File: config.mk
export PLATFORM = sky130hd
export DESIGN_NAME = uart_byte_link
export DESIGN_NICKNAME = d
export VERILOG_FILES = /design/src/rtl/uart_byte_link.sv
export SDC_FILE = /design/constraint.sdc
export NUM_CORES = 1
export LEC_CHECK = 0
export CORE_MARGIN = 2
export CORE_UTILIZATION = 60
export DETAILED_ROUTE_END_ITERATION = 12
export PLACE_DENSITY = 0.81
export SLEW_MARGIN = 20
export SYNTH_ARGS = -nofsm -noshare
export SYNTH_HDL_FRONTEND = slang
export SYNTH_SLANG_ARGS = --single-unit
File: constraint.sdc
create_clock -name in_clk -period 3.3 [get_ports in_clk]
set_input_delay 0.66 -clock in_clk [delete_from_list [all_inputs] [get_ports in_clk]]
set_output_delay 0.66 -clock in_clk [all_outputs]
set_load 0.005 [all_outputs]
File: src/rtl/uart_byte_link.sv
// 8N1 UART transceiver with a byte-level handshake and a one-byte receive hold buffer.
module uart_byte_link #(
  parameter int CLKS_PER_BIT = 434,
  parameter int CNT_BITS     = 16
) (
  input  logic       in_clk,
  input  logic       in_rst,
  input  logic       in_uart_rx,
  output logic       out_uart_tx,
  output logic [7:0] data_rx,
  output logic       rx_done,
  input  logic       rx_trig,
  input  logic [7:0] data_tx,
  input  logic       tx_trig,
  output logic       tx_done,
  output logic       out_tx_busy,
  output logic       out_rx_frame_err,
  output logic       out_rx_overrun
);

  localparam logic [CNT_BITS-1:0] CNT_ONE   = CNT_BITS'(1);
  localparam logic [CNT_BITS-1:0] HALF_BIT  = CNT_BITS'(CLKS_PER_BIT / 2);
  localparam logic [CNT_BITS-1:0] BIT_LAST  = CNT_BITS'(CLKS_PER_BIT - 1);
  // tx_done occupies the last cycle of the stop bit so a new tx_trig there continues with no gap
  localparam logic [CNT_BITS-1:0] STOP_LAST = CNT_BITS'(CLKS_PER_BIT - 2);

  typedef enum logic [1:0] {R_IDLE, R_START, R_DATA, R_STOP} rx_state_t;
  typedef enum logic [1:0] {T_IDLE, T_START, T_DATA, T_STOP} tx_state_t;

  logic                rx_meta_q, rx_sync_q, rx_prev_q;
  rx_state_t           rx_state_q, rx_state_d;
  logic [CNT_BITS-1:0] rx_cnt_q, rx_cnt_d;
  logic [2:0]          rx_idx_q, rx_idx_d;
  logic [7:0]          rx_shift_q, rx_shift_d;
  logic                frame_err_q, frame_err_d;
  logic                byte_ok;

  logic                armed_q, armed_d;
  logic                pending_q, pending_d;
  logic [7:0]          hold_q, hold_d;
  logic [7:0]          data_rx_q, data_rx_d;
  logic                rx_done_q, rx_done_d;
  logic                overrun_q, overrun_d;

  tx_state_t           tx_state_q, tx_state_d;
  logic [CNT_BITS-1:0] tx_cnt_q, tx_cnt_d;
  logic [2:0]          tx_idx_q, tx_idx_d;
  logic [7:0]          tx_data_q, tx_data_d;
  logic                tx_line_q, tx_line_d;
  logic                tx_busy_q, tx_busy_d;
  logic                tx_done_q, tx_done_d;

  // Two-stage synchroniser plus one delayed copy for falling-edge detection
  always_ff @(posedge in_clk) begin
    if (in_rst) begin
      rx_meta_q <= 1'b1;
      rx_sync_q <= 1'b1;
      rx_prev_q <= 1'b1;
    end else begin
      rx_meta_q <= in_uart_rx;
      rx_sync_q <= rx_meta_q;
      rx_prev_q <= rx_sync_q;
    end
  end

  // RX frame FSM: start-bit qualification, mid-bit sampling, stop-bit check
  always_comb begin
    rx_state_d  = rx_state_q;
    rx_cnt_d    = rx_cnt_q + CNT_ONE;
    rx_idx_d    = rx_idx_q;
    rx_shift_d  = rx_shift_q;
    frame_err_d = 1'b0;
    byte_ok     = 1'b0;
    case (rx_state_q)
      R_IDLE: begin
        rx_cnt_d = '0;
        if (rx_prev_q && !rx_sync_q) rx_state_d = R_START;
      end
      R_START: begin
        if (rx_cnt_q == HALF_BIT) begin
          if (rx_sync_q) begin
            rx_state_d = R_IDLE;
          end else begin
            rx_cnt_d   = '0;
            rx_idx_d   = '0;
            rx_state_d = R_DATA;
          end
        end
      end
      R_DATA: begin
        if (rx_cnt_q == BIT_LAST) begin
          rx_cnt_d   = '0;
          rx_shift_d = {rx_sync_q, rx_shift_q[7:1]};
          if (rx_idx_q == 3'd7) rx_state_d = R_STOP;
          else                  rx_idx_d   = rx_idx_q + 3'd1;
        end
      end
      R_STOP: begin
        if (rx_cnt_q == BIT_LAST) begin
          rx_cnt_d   = '0;
          rx_state_d = R_IDLE;
          if (rx_sync_q) byte_ok     = 1'b1;
          else           frame_err_d = 1'b1;
        end
      end
      default: rx_state_d = R_IDLE;
    endcase
  end

  // Receive delivery: direct when armed, otherwise into the hold buffer
  always_comb begin
    armed_d   = armed_q;
    pending_d = pending_q;
    hold_d    = hold_q;
    data_rx_d = data_rx_q;
    rx_done_d = 1'b0;
    overrun_d = overrun_q;
    if (byte_ok && rx_trig) begin
      // A held byte goes out first; the new byte takes its place, so pending stays set
      rx_done_d = 1'b1;
      armed_d   = 1'b0;
      if (pending_q) begin
        data_rx_d = hold_q;
        hold_d    = rx_shift_q;
      end else begin
        data_rx_d = rx_shift_q;
      end
    end else if (byte_ok) begin
      if (armed_q) begin
        data_rx_d = rx_shift_q;
        rx_done_d = 1'b1;
        armed_d   = 1'b0;
      end else begin
        hold_d    = rx_shift_q;
        pending_d = 1'b1;
        if (pending_q) overrun_d = 1'b1;
      end
    end else if (rx_trig) begin
      if (pending_q) begin
        data_rx_d = hold_q;
        rx_done_d = 1'b1;
        pending_d = 1'b0;
      end else begin
        armed_d = 1'b1;
      end
    end
  end

  // TX frame FSM: start, 8 data bits LSB first, stop
  always_comb begin
    tx_state_d = tx_state_q;
    tx_cnt_d   = tx_cnt_q + CNT_ONE;
    tx_idx_d   = tx_idx_q;
    tx_data_d  = tx_data_q;
    tx_line_d  = tx_line_q;
    tx_busy_d  = tx_busy_q;
    tx_done_d  = 1'b0;
    case (tx_state_q)
      T_IDLE: begin
        tx_cnt_d  = '0;
        tx_line_d = 1'b1;
        if (tx_trig) begin
          tx_data_d  = data_tx;
          tx_idx_d   = '0;
          tx_line_d  = 1'b0;
          tx_busy_d  = 1'b1;
          tx_state_d = T_START;
        end
      end
      T_START: begin
        if (tx_cnt_q == BIT_LAST) begin
          tx_cnt_d   = '0;
          tx_line_d  = tx_data_q[0];
          tx_state_d = T_DATA;
        end
      end
      T_DATA: begin
        if (tx_cnt_q == BIT_LAST) begin
          tx_cnt_d = '0;
          if (tx_idx_q == 3'd7) begin
            tx_line_d  = 1'b1;
            tx_state_d = T_STOP;
          end else begin
            tx_idx_d  = tx_idx_q + 3'd1;
            tx_line_d = tx_data_q[tx_idx_q + 3'd1];
          end
        end
      end
      T_STOP: begin
        if (tx_cnt_q == STOP_LAST) begin
          tx_cnt_d   = '0;
          tx_done_d  = 1'b1;
          tx_busy_d  = 1'b0;
          tx_state_d = T_IDLE;
        end
      end
      default: tx_state_d = T_IDLE;
    endcase
  end

  // State registers for both directions
  always_ff @(posedge in_clk) begin
    if (in_rst) begin
      rx_state_q  <= R_IDLE;
      rx_cnt_q    <= '0;
      rx_idx_q    <= '0;
      rx_shift_q  <= '0;
      frame_err_q <= 1'b0;
      armed_q     <= 1'b1;
      pending_q   <= 1'b0;
      hold_q      <= '0;
      data_rx_q   <= '0;
      rx_done_q   <= 1'b0;
      overrun_q   <= 1'b0;
      tx_state_q  <= T_IDLE;
      tx_cnt_q    <= '0;
      tx_idx_q    <= '0;
      tx_data_q   <= '0;
      tx_line_q   <= 1'b1;
      tx_busy_q   <= 1'b0;
      tx_done_q   <= 1'b0;
    end else begin
      rx_state_q  <= rx_state_d;
      rx_cnt_q    <= rx_cnt_d;
      rx_idx_q    <= rx_idx_d;
      rx_shift_q  <= rx_shift_d;
      frame_err_q <= frame_err_d;
      armed_q     <= armed_d;
      pending_q   <= pending_d;
      hold_q      <= hold_d;
      data_rx_q   <= data_rx_d;
      rx_done_q   <= rx_done_d;
      overrun_q   <= overrun_d;
      tx_state_q  <= tx_state_d;
      tx_cnt_q    <= tx_cnt_d;
      tx_idx_q    <= tx_idx_d;
      tx_data_q   <= tx_data_d;
      tx_line_q   <= tx_line_d;
      tx_busy_q   <= tx_busy_d;
      tx_done_q   <= tx_done_d;
    end
  end

  assign out_uart_tx      = tx_line_q;
  assign data_rx          = data_rx_q;
  assign rx_done          = rx_done_q;
  assign tx_done          = tx_done_q;
  assign out_tx_busy      = tx_busy_q;
  assign out_rx_frame_err = frame_err_q;
  assign out_rx_overrun   = overrun_q;

endmodule

Yosys cells after proc, flatten, opt, wreduce, memory -nomap -nowiden --
Cells that the tools add are included.
Word-level totals: memories kept 0, word-level logic and storage cells 157, bits in latches 0, output and inout port bits 14, bits of input ports 13, bits in read-only memories 0, flip-flop bits (word level) 85, RAM bits 0
Operators by class: bitwise gates (word level) 5, $mul 0, shift operators 0, reductions and logical operators 30, equality and inequality tests 30, div/mod/pow operators 0, order comparisons 1, $add $sub $neg 4, multiplexer cells 66
Operators by type and width (number):
- $pmux W16 S3 | 2
- $mux W16 | 5
- $mux W8 | 10
- $eq A16 B9 Y1 const B | 3
- $add A16 B1 Y16 const B | 2
- $ne A2 B2 Y1 const B | 15
- $mux W1 | 24
- $mux W2 | 11
- $mux W3 | 7
- $eq A16 B8 Y1 const B | 1
- $pmux W2 S4 | 2
- $reduce_and A3 Y1 | 5
- $reduce_and A5 Y1 | 3
- $pmux W3 S2 | 2
- $reduce_bool A2 Y1 | 5
- $reduce_bool A3 Y1 | 3
- $eq A2 B2 Y1 const B | 4
- $reduce_and A4 Y1 | 2
- $add A3 B1 Y3 const B | 2
- $eq A3 B3 Y1 const B | 2
- $reduce_and A2 Y1 | 3
- $reduce_or A2 Y1 | 3
- $not A1 Y1 | 5
- $eq A2 B1 Y1 const B | 2
- other kinds (11) | 13

Logic depth before layout (Yosys ltp) --
depth after elaboration 6, mapped depth 9, gate-level depth less buffers 7

Worst setup path after synthesis --
OpenSTA, ideal clock, no wires.
path kind register to register, from register tx_cnt_q[6], to register tx_state_q[0], cell stages (with the launch flop) 6, slack 1.146 ns, buffers on the path 1, period minus slack after synthesis 2.154 ns, arrival 2.035 ns, data required time 3.181 ns, path through dfxtp_1 or4b_4 or4_1 buf_2 a211o_1 o221a_1
Between the ends: longest elaborated chain between the ends 3, elaborated cells on any way between the ends 6
RTL lines:
- start, declared | line 46 | logic [CNT_BITS-1:0] tx_cnt_q, tx_cnt_d;
- start signal, assigned | line 235 | tx_cnt_q <= tx_cnt_d;
- $eq A16 B9 Y1 (on tied branches) | line 190, 171, 178
- $ne A2 B2 Y1 (no line)
- $reduce_and A5 Y1 (no line) (*)
- end signal, assigned | line 234 | tx_state_q <= tx_state_d;
- end, declared | line 45 | tx_state_t tx_state_q, tx_state_d;
Every way passes the cells marked *; elsewhere a longest branch is shown, timed or not. A chain may end at the register's enable or synchronous reset.

Worst setup path in the final report --
from register rx_cnt_q[11], to register rx_idx_q[1]
Between the ends: longest elaborated chain between the ends 3, elaborated cells on any way between the ends 5
RTL lines:
- start, declared | line 32 | logic [CNT_BITS-1:0] rx_cnt_q, rx_cnt_d;
- start signal, assigned | line 224 | rx_cnt_q <= rx_cnt_d;
- $eq A16 B9 Y1 or $eq A16 B8 Y1 (tied branches) | line 91, 80
- $ne A2 B2 Y1 (no line)
- $reduce_and A5 Y1 (no line) (*)
- end signal, assigned | line 225 | rx_idx_q <= rx_idx_d;
- end, declared | line 33 | logic [2:0] rx_idx_q, rx_idx_d;
Marked as above.

==> flow_summary_export.csv <==
group,metric,value,unit
outcome,status,"finished clean",
synthesis,seq_area_frac_synth,44.83,%
sta,worst_pin_slew,0.7029,ns
job,drv_cap,0,
drt,drt_wl_total,7218,um
synthesis,ys_ff_latch,85,
worst_hold_path,hold_class,"flop to flop",
sta,tns,0,ns
clock_network,postCtsHoldBufs,0,
worst_setup_path,crit_fanout,6,
layout,syn_to_final_growth,13.68,%
die,dieWidth,83.54,um
power_and_ir_drop,p_comb_share,17.5,%
power_and_ir_drop,p_int,1607,uW
drt,dr.pass1.iters,4,
drt,drc,0,
power_and_ir_drop,p_leak,0.001557,uW
global_route,grt_pass1_wl,12610,um
synthesis,synth_area_leaders,"dfxtp_1 45%, nor2_1 8.1%, mux2i_1 5.8%",
synthesis,ys.flop_type,"dfxtp_1",
power_and_ir_drop,switching_share,29.52,%
power_and_ir_drop,clock_power_share,33.5,%
clock_network,cts_resized,0,
synthesis,synth-edff-count,0,
global_route,antenna_found_initial,0,
power_and_ir_drop,p_total,2280,uW
worst_setup_path,path_cells,"nor4_1, and4_1, a21boi_0, or4b_2, a21oi_1",
drt,num_vias,2982,
clock_network,clock-sinks,85,
worst_setup_path,crit_slowest_cell,"or4b_2",
global_route,grt_util_all_layers,21.96,%
layout,nets,478,
sta,max_freq,427.7,MHz
sta,max-slew-margin-rel,52.79,%
die,die-area,6979,um2
worst_setup_path,endpoint_kind,"flop",
clock_network,clk_latency,0.37,ns
power_and_ir_drop,power.switching,673.0,uW
synthesis,yosysMostFrequentCell,"dfxtp_1",
power_and_ir_drop,p_seq_share,49.0,%
clock_network,cts.path.max_buffers,2,
layout,layout-drive-gt1-share,8.333,%
clock_network,clkTransAtPathRegs,0.09,ns
synthesis,synth.distinct_cells,53,
power_and_ir_drop,powerDensity,528.4,nW/um2
global_route,grt_overflow,0,
clock_network,h-tree-depth,3,
place,gp_congestion,0.8384,
place,portBuffers,26,
die,die_h,83.54,um
place,place_area,4108,um2
die,rows,28,
sta,slew_violations,0,
sta,setup_viol,0,
clock_network,postCtsSetupRepairBufs,0,
sta,rsz0062_at_grt,"false",
worst_setup_path,slowest_delay,0.65,ns
drt,ant_nets,0,
place,dp_hpwl,5046,um
sta,whs,0.4222,ns
synthesis,synth_top_cell_by_area,"dfxtp_1",
global_route,grt_pass1_vias,2837,
synthesis,async_reset_ff_share,0,%
die,io_pins,27,
worst_setup_path,arrival,2.63,ns
power_and_ir_drop,ir_drop,0.3903,mV
synthesis,synthTopCellsByCount,"85 x dfxtp_1, 82 x nor2_1, 36 x nand2_1, 22 x mux2i_1, 21 x a21oi_1",
synthesis,yosysTopAreaCellShare,44.83,%
sta,period_minus_slack,2.338,ns
layout,stdcell_area,4315,um2
die,initial_core_util,63.00,%
synthesis,synth_area_per_cell,8.911,um2
sta,period_share,70.85,%
place,dp.cells,515,
clock_network,cts_tree,"yes",
global_route,grt_max_degree,49,
worst_setup_path,startpoint_type,"flop",
drt,wl_per_cell,13.59,um
drt,drtIter0Drc,110,
synthesis,synth_warnings,0,
synthesis,synth_nets,453,
sta,finalHoldViolCount,0,
drt,vias_per_cell,5.616,
synthesis,syn_area,3796,um2
worst_setup_path,worstPathRequired,3.59,ns
sta,fin_skew,0.01181,ns
synthesis,syn_inst,426,
clock_network,cts_buffers,9,
die,core,6026,um2
worst_setup_path,critPathKind,"flop to flop",
layout,antenna-diode-count,0,
clock_network,clockRootBuffer,"clkbuf_8",
layout,stdcell_count,531,
layer usage:
layer  vias to the layer above  wire (um)  global-route usage, %
met3                        13        226                  3.561
met4                         0        163                  9.971
met2                        42       3380                  35.92
met1                      1400       3447                  28.60
li1                       1527          -                      -
met5                         -          0                      0
placed cells by master, fill, tap and decap left out, types with 3 or more instances in the layout:
master / instances
or4_1: 4
nand3_1: 15
xnor2_1: 11
inv_1: 14
o221a_2: 8
xor2_1: 17
and3_1: 3
ha_1: 14
nor2_1: 82
and4_1: 5
nand2b_1: 5
a21oi_1: 21
nand4_1: 11
mux2i_1: 22
clkbuf_8: 9
nor2b_1: 3
clkdlybuf4s50_1: 26
nor3_1: 5
o21ai_0: 11
nand2_1: 36
dfxtp_1: 85
or2_2: 4
power groups by stage:
stage / clock (uW) / combinational (uW) / sequential (uW)
final: 763 / 400 / 1120
after global routing: 816 / 454 / 1120
after CTS: 780 / 396 / 1120
after detailed placement: 0 / 394 / 1140
after global placement: 0 / 385 / 1140
after floorplan: 0 / 307 / 1130
cells by family (layout without fill, tap and decap cells):
kind of cell    Yosys count  count (layout)  synth area share (%)
flops                    85              85                 44.83
buf+inv                  28              58                 2.900
simple gates            188             188                 24.29
compound gates           60              60                 10.81
mux                      23              23                 6.098
fa+ha+maj                14              14                 4.614
xor+xnor                 28              28                 6.460
cell type report:
class	count	area, um2
Multi-Input combinational cell	313	1988
Sequential cell	85	1702
Tap cell	75	93.84
Clock buffer	9	123.9
Fill cell	476	1710
Inverter	14	52.55
Timing Repair Buffer	28	275.3
Clock inverter	7	80.08
per-stage QoR:
step	worst slack, ns	utilization, %
final	0.9619	71.62
after global routing	0.7601	71.62
after CTS	0.8120	71.55
after detailed placement	0.6931	68.17
after global placement	0.7783	68.17
after floorplan	1.146	-
flip-flops by register name (all words and copies together) (netlist names), 2 cells and up, named ones only:
| name | cells |
|---|---|
| tx_state_q | 2 |
| tx_cnt_q | 16 |
| tx_data_q | 8 |
| hold_q | 8 |
| rx_idx_q | 3 |
| rx_shift_q | 8 |
| rx_cnt_q | 16 |
| data_rx | 8 |
| tx_idx_q | 3 |
worst paths after layout:
path                                         startpoint                  endpoint  slack [ns]  cells after the start
worst max-delay path            rx_cnt_q[11]$_SDFF_PP0_  rx_idx_q[1]$_SDFFE_PP0P_        0.96                      5
worst min register to register     rx_meta_q$_SDFF_PP1_      rx_sync_q$_SDFF_PP1_        0.42                      1
worst max register to register  rx_cnt_q[11]$_SDFF_PP0_  rx_idx_q[1]$_SDFFE_PP0P_        0.96                      5
worst min-delay path               rx_meta_q$_SDFF_PP1_      rx_sync_q$_SDFF_PP1_        0.42                      1
critical path: cells and delay by family (launching register included):
kind,cells,cell delay [ns]
AOI/OAI and AO/OA,2,0.34
DFF,1,0.35
and+or+nand+nor,3,1.57
No activity file was read; power rests on OpenSTA's default activity.
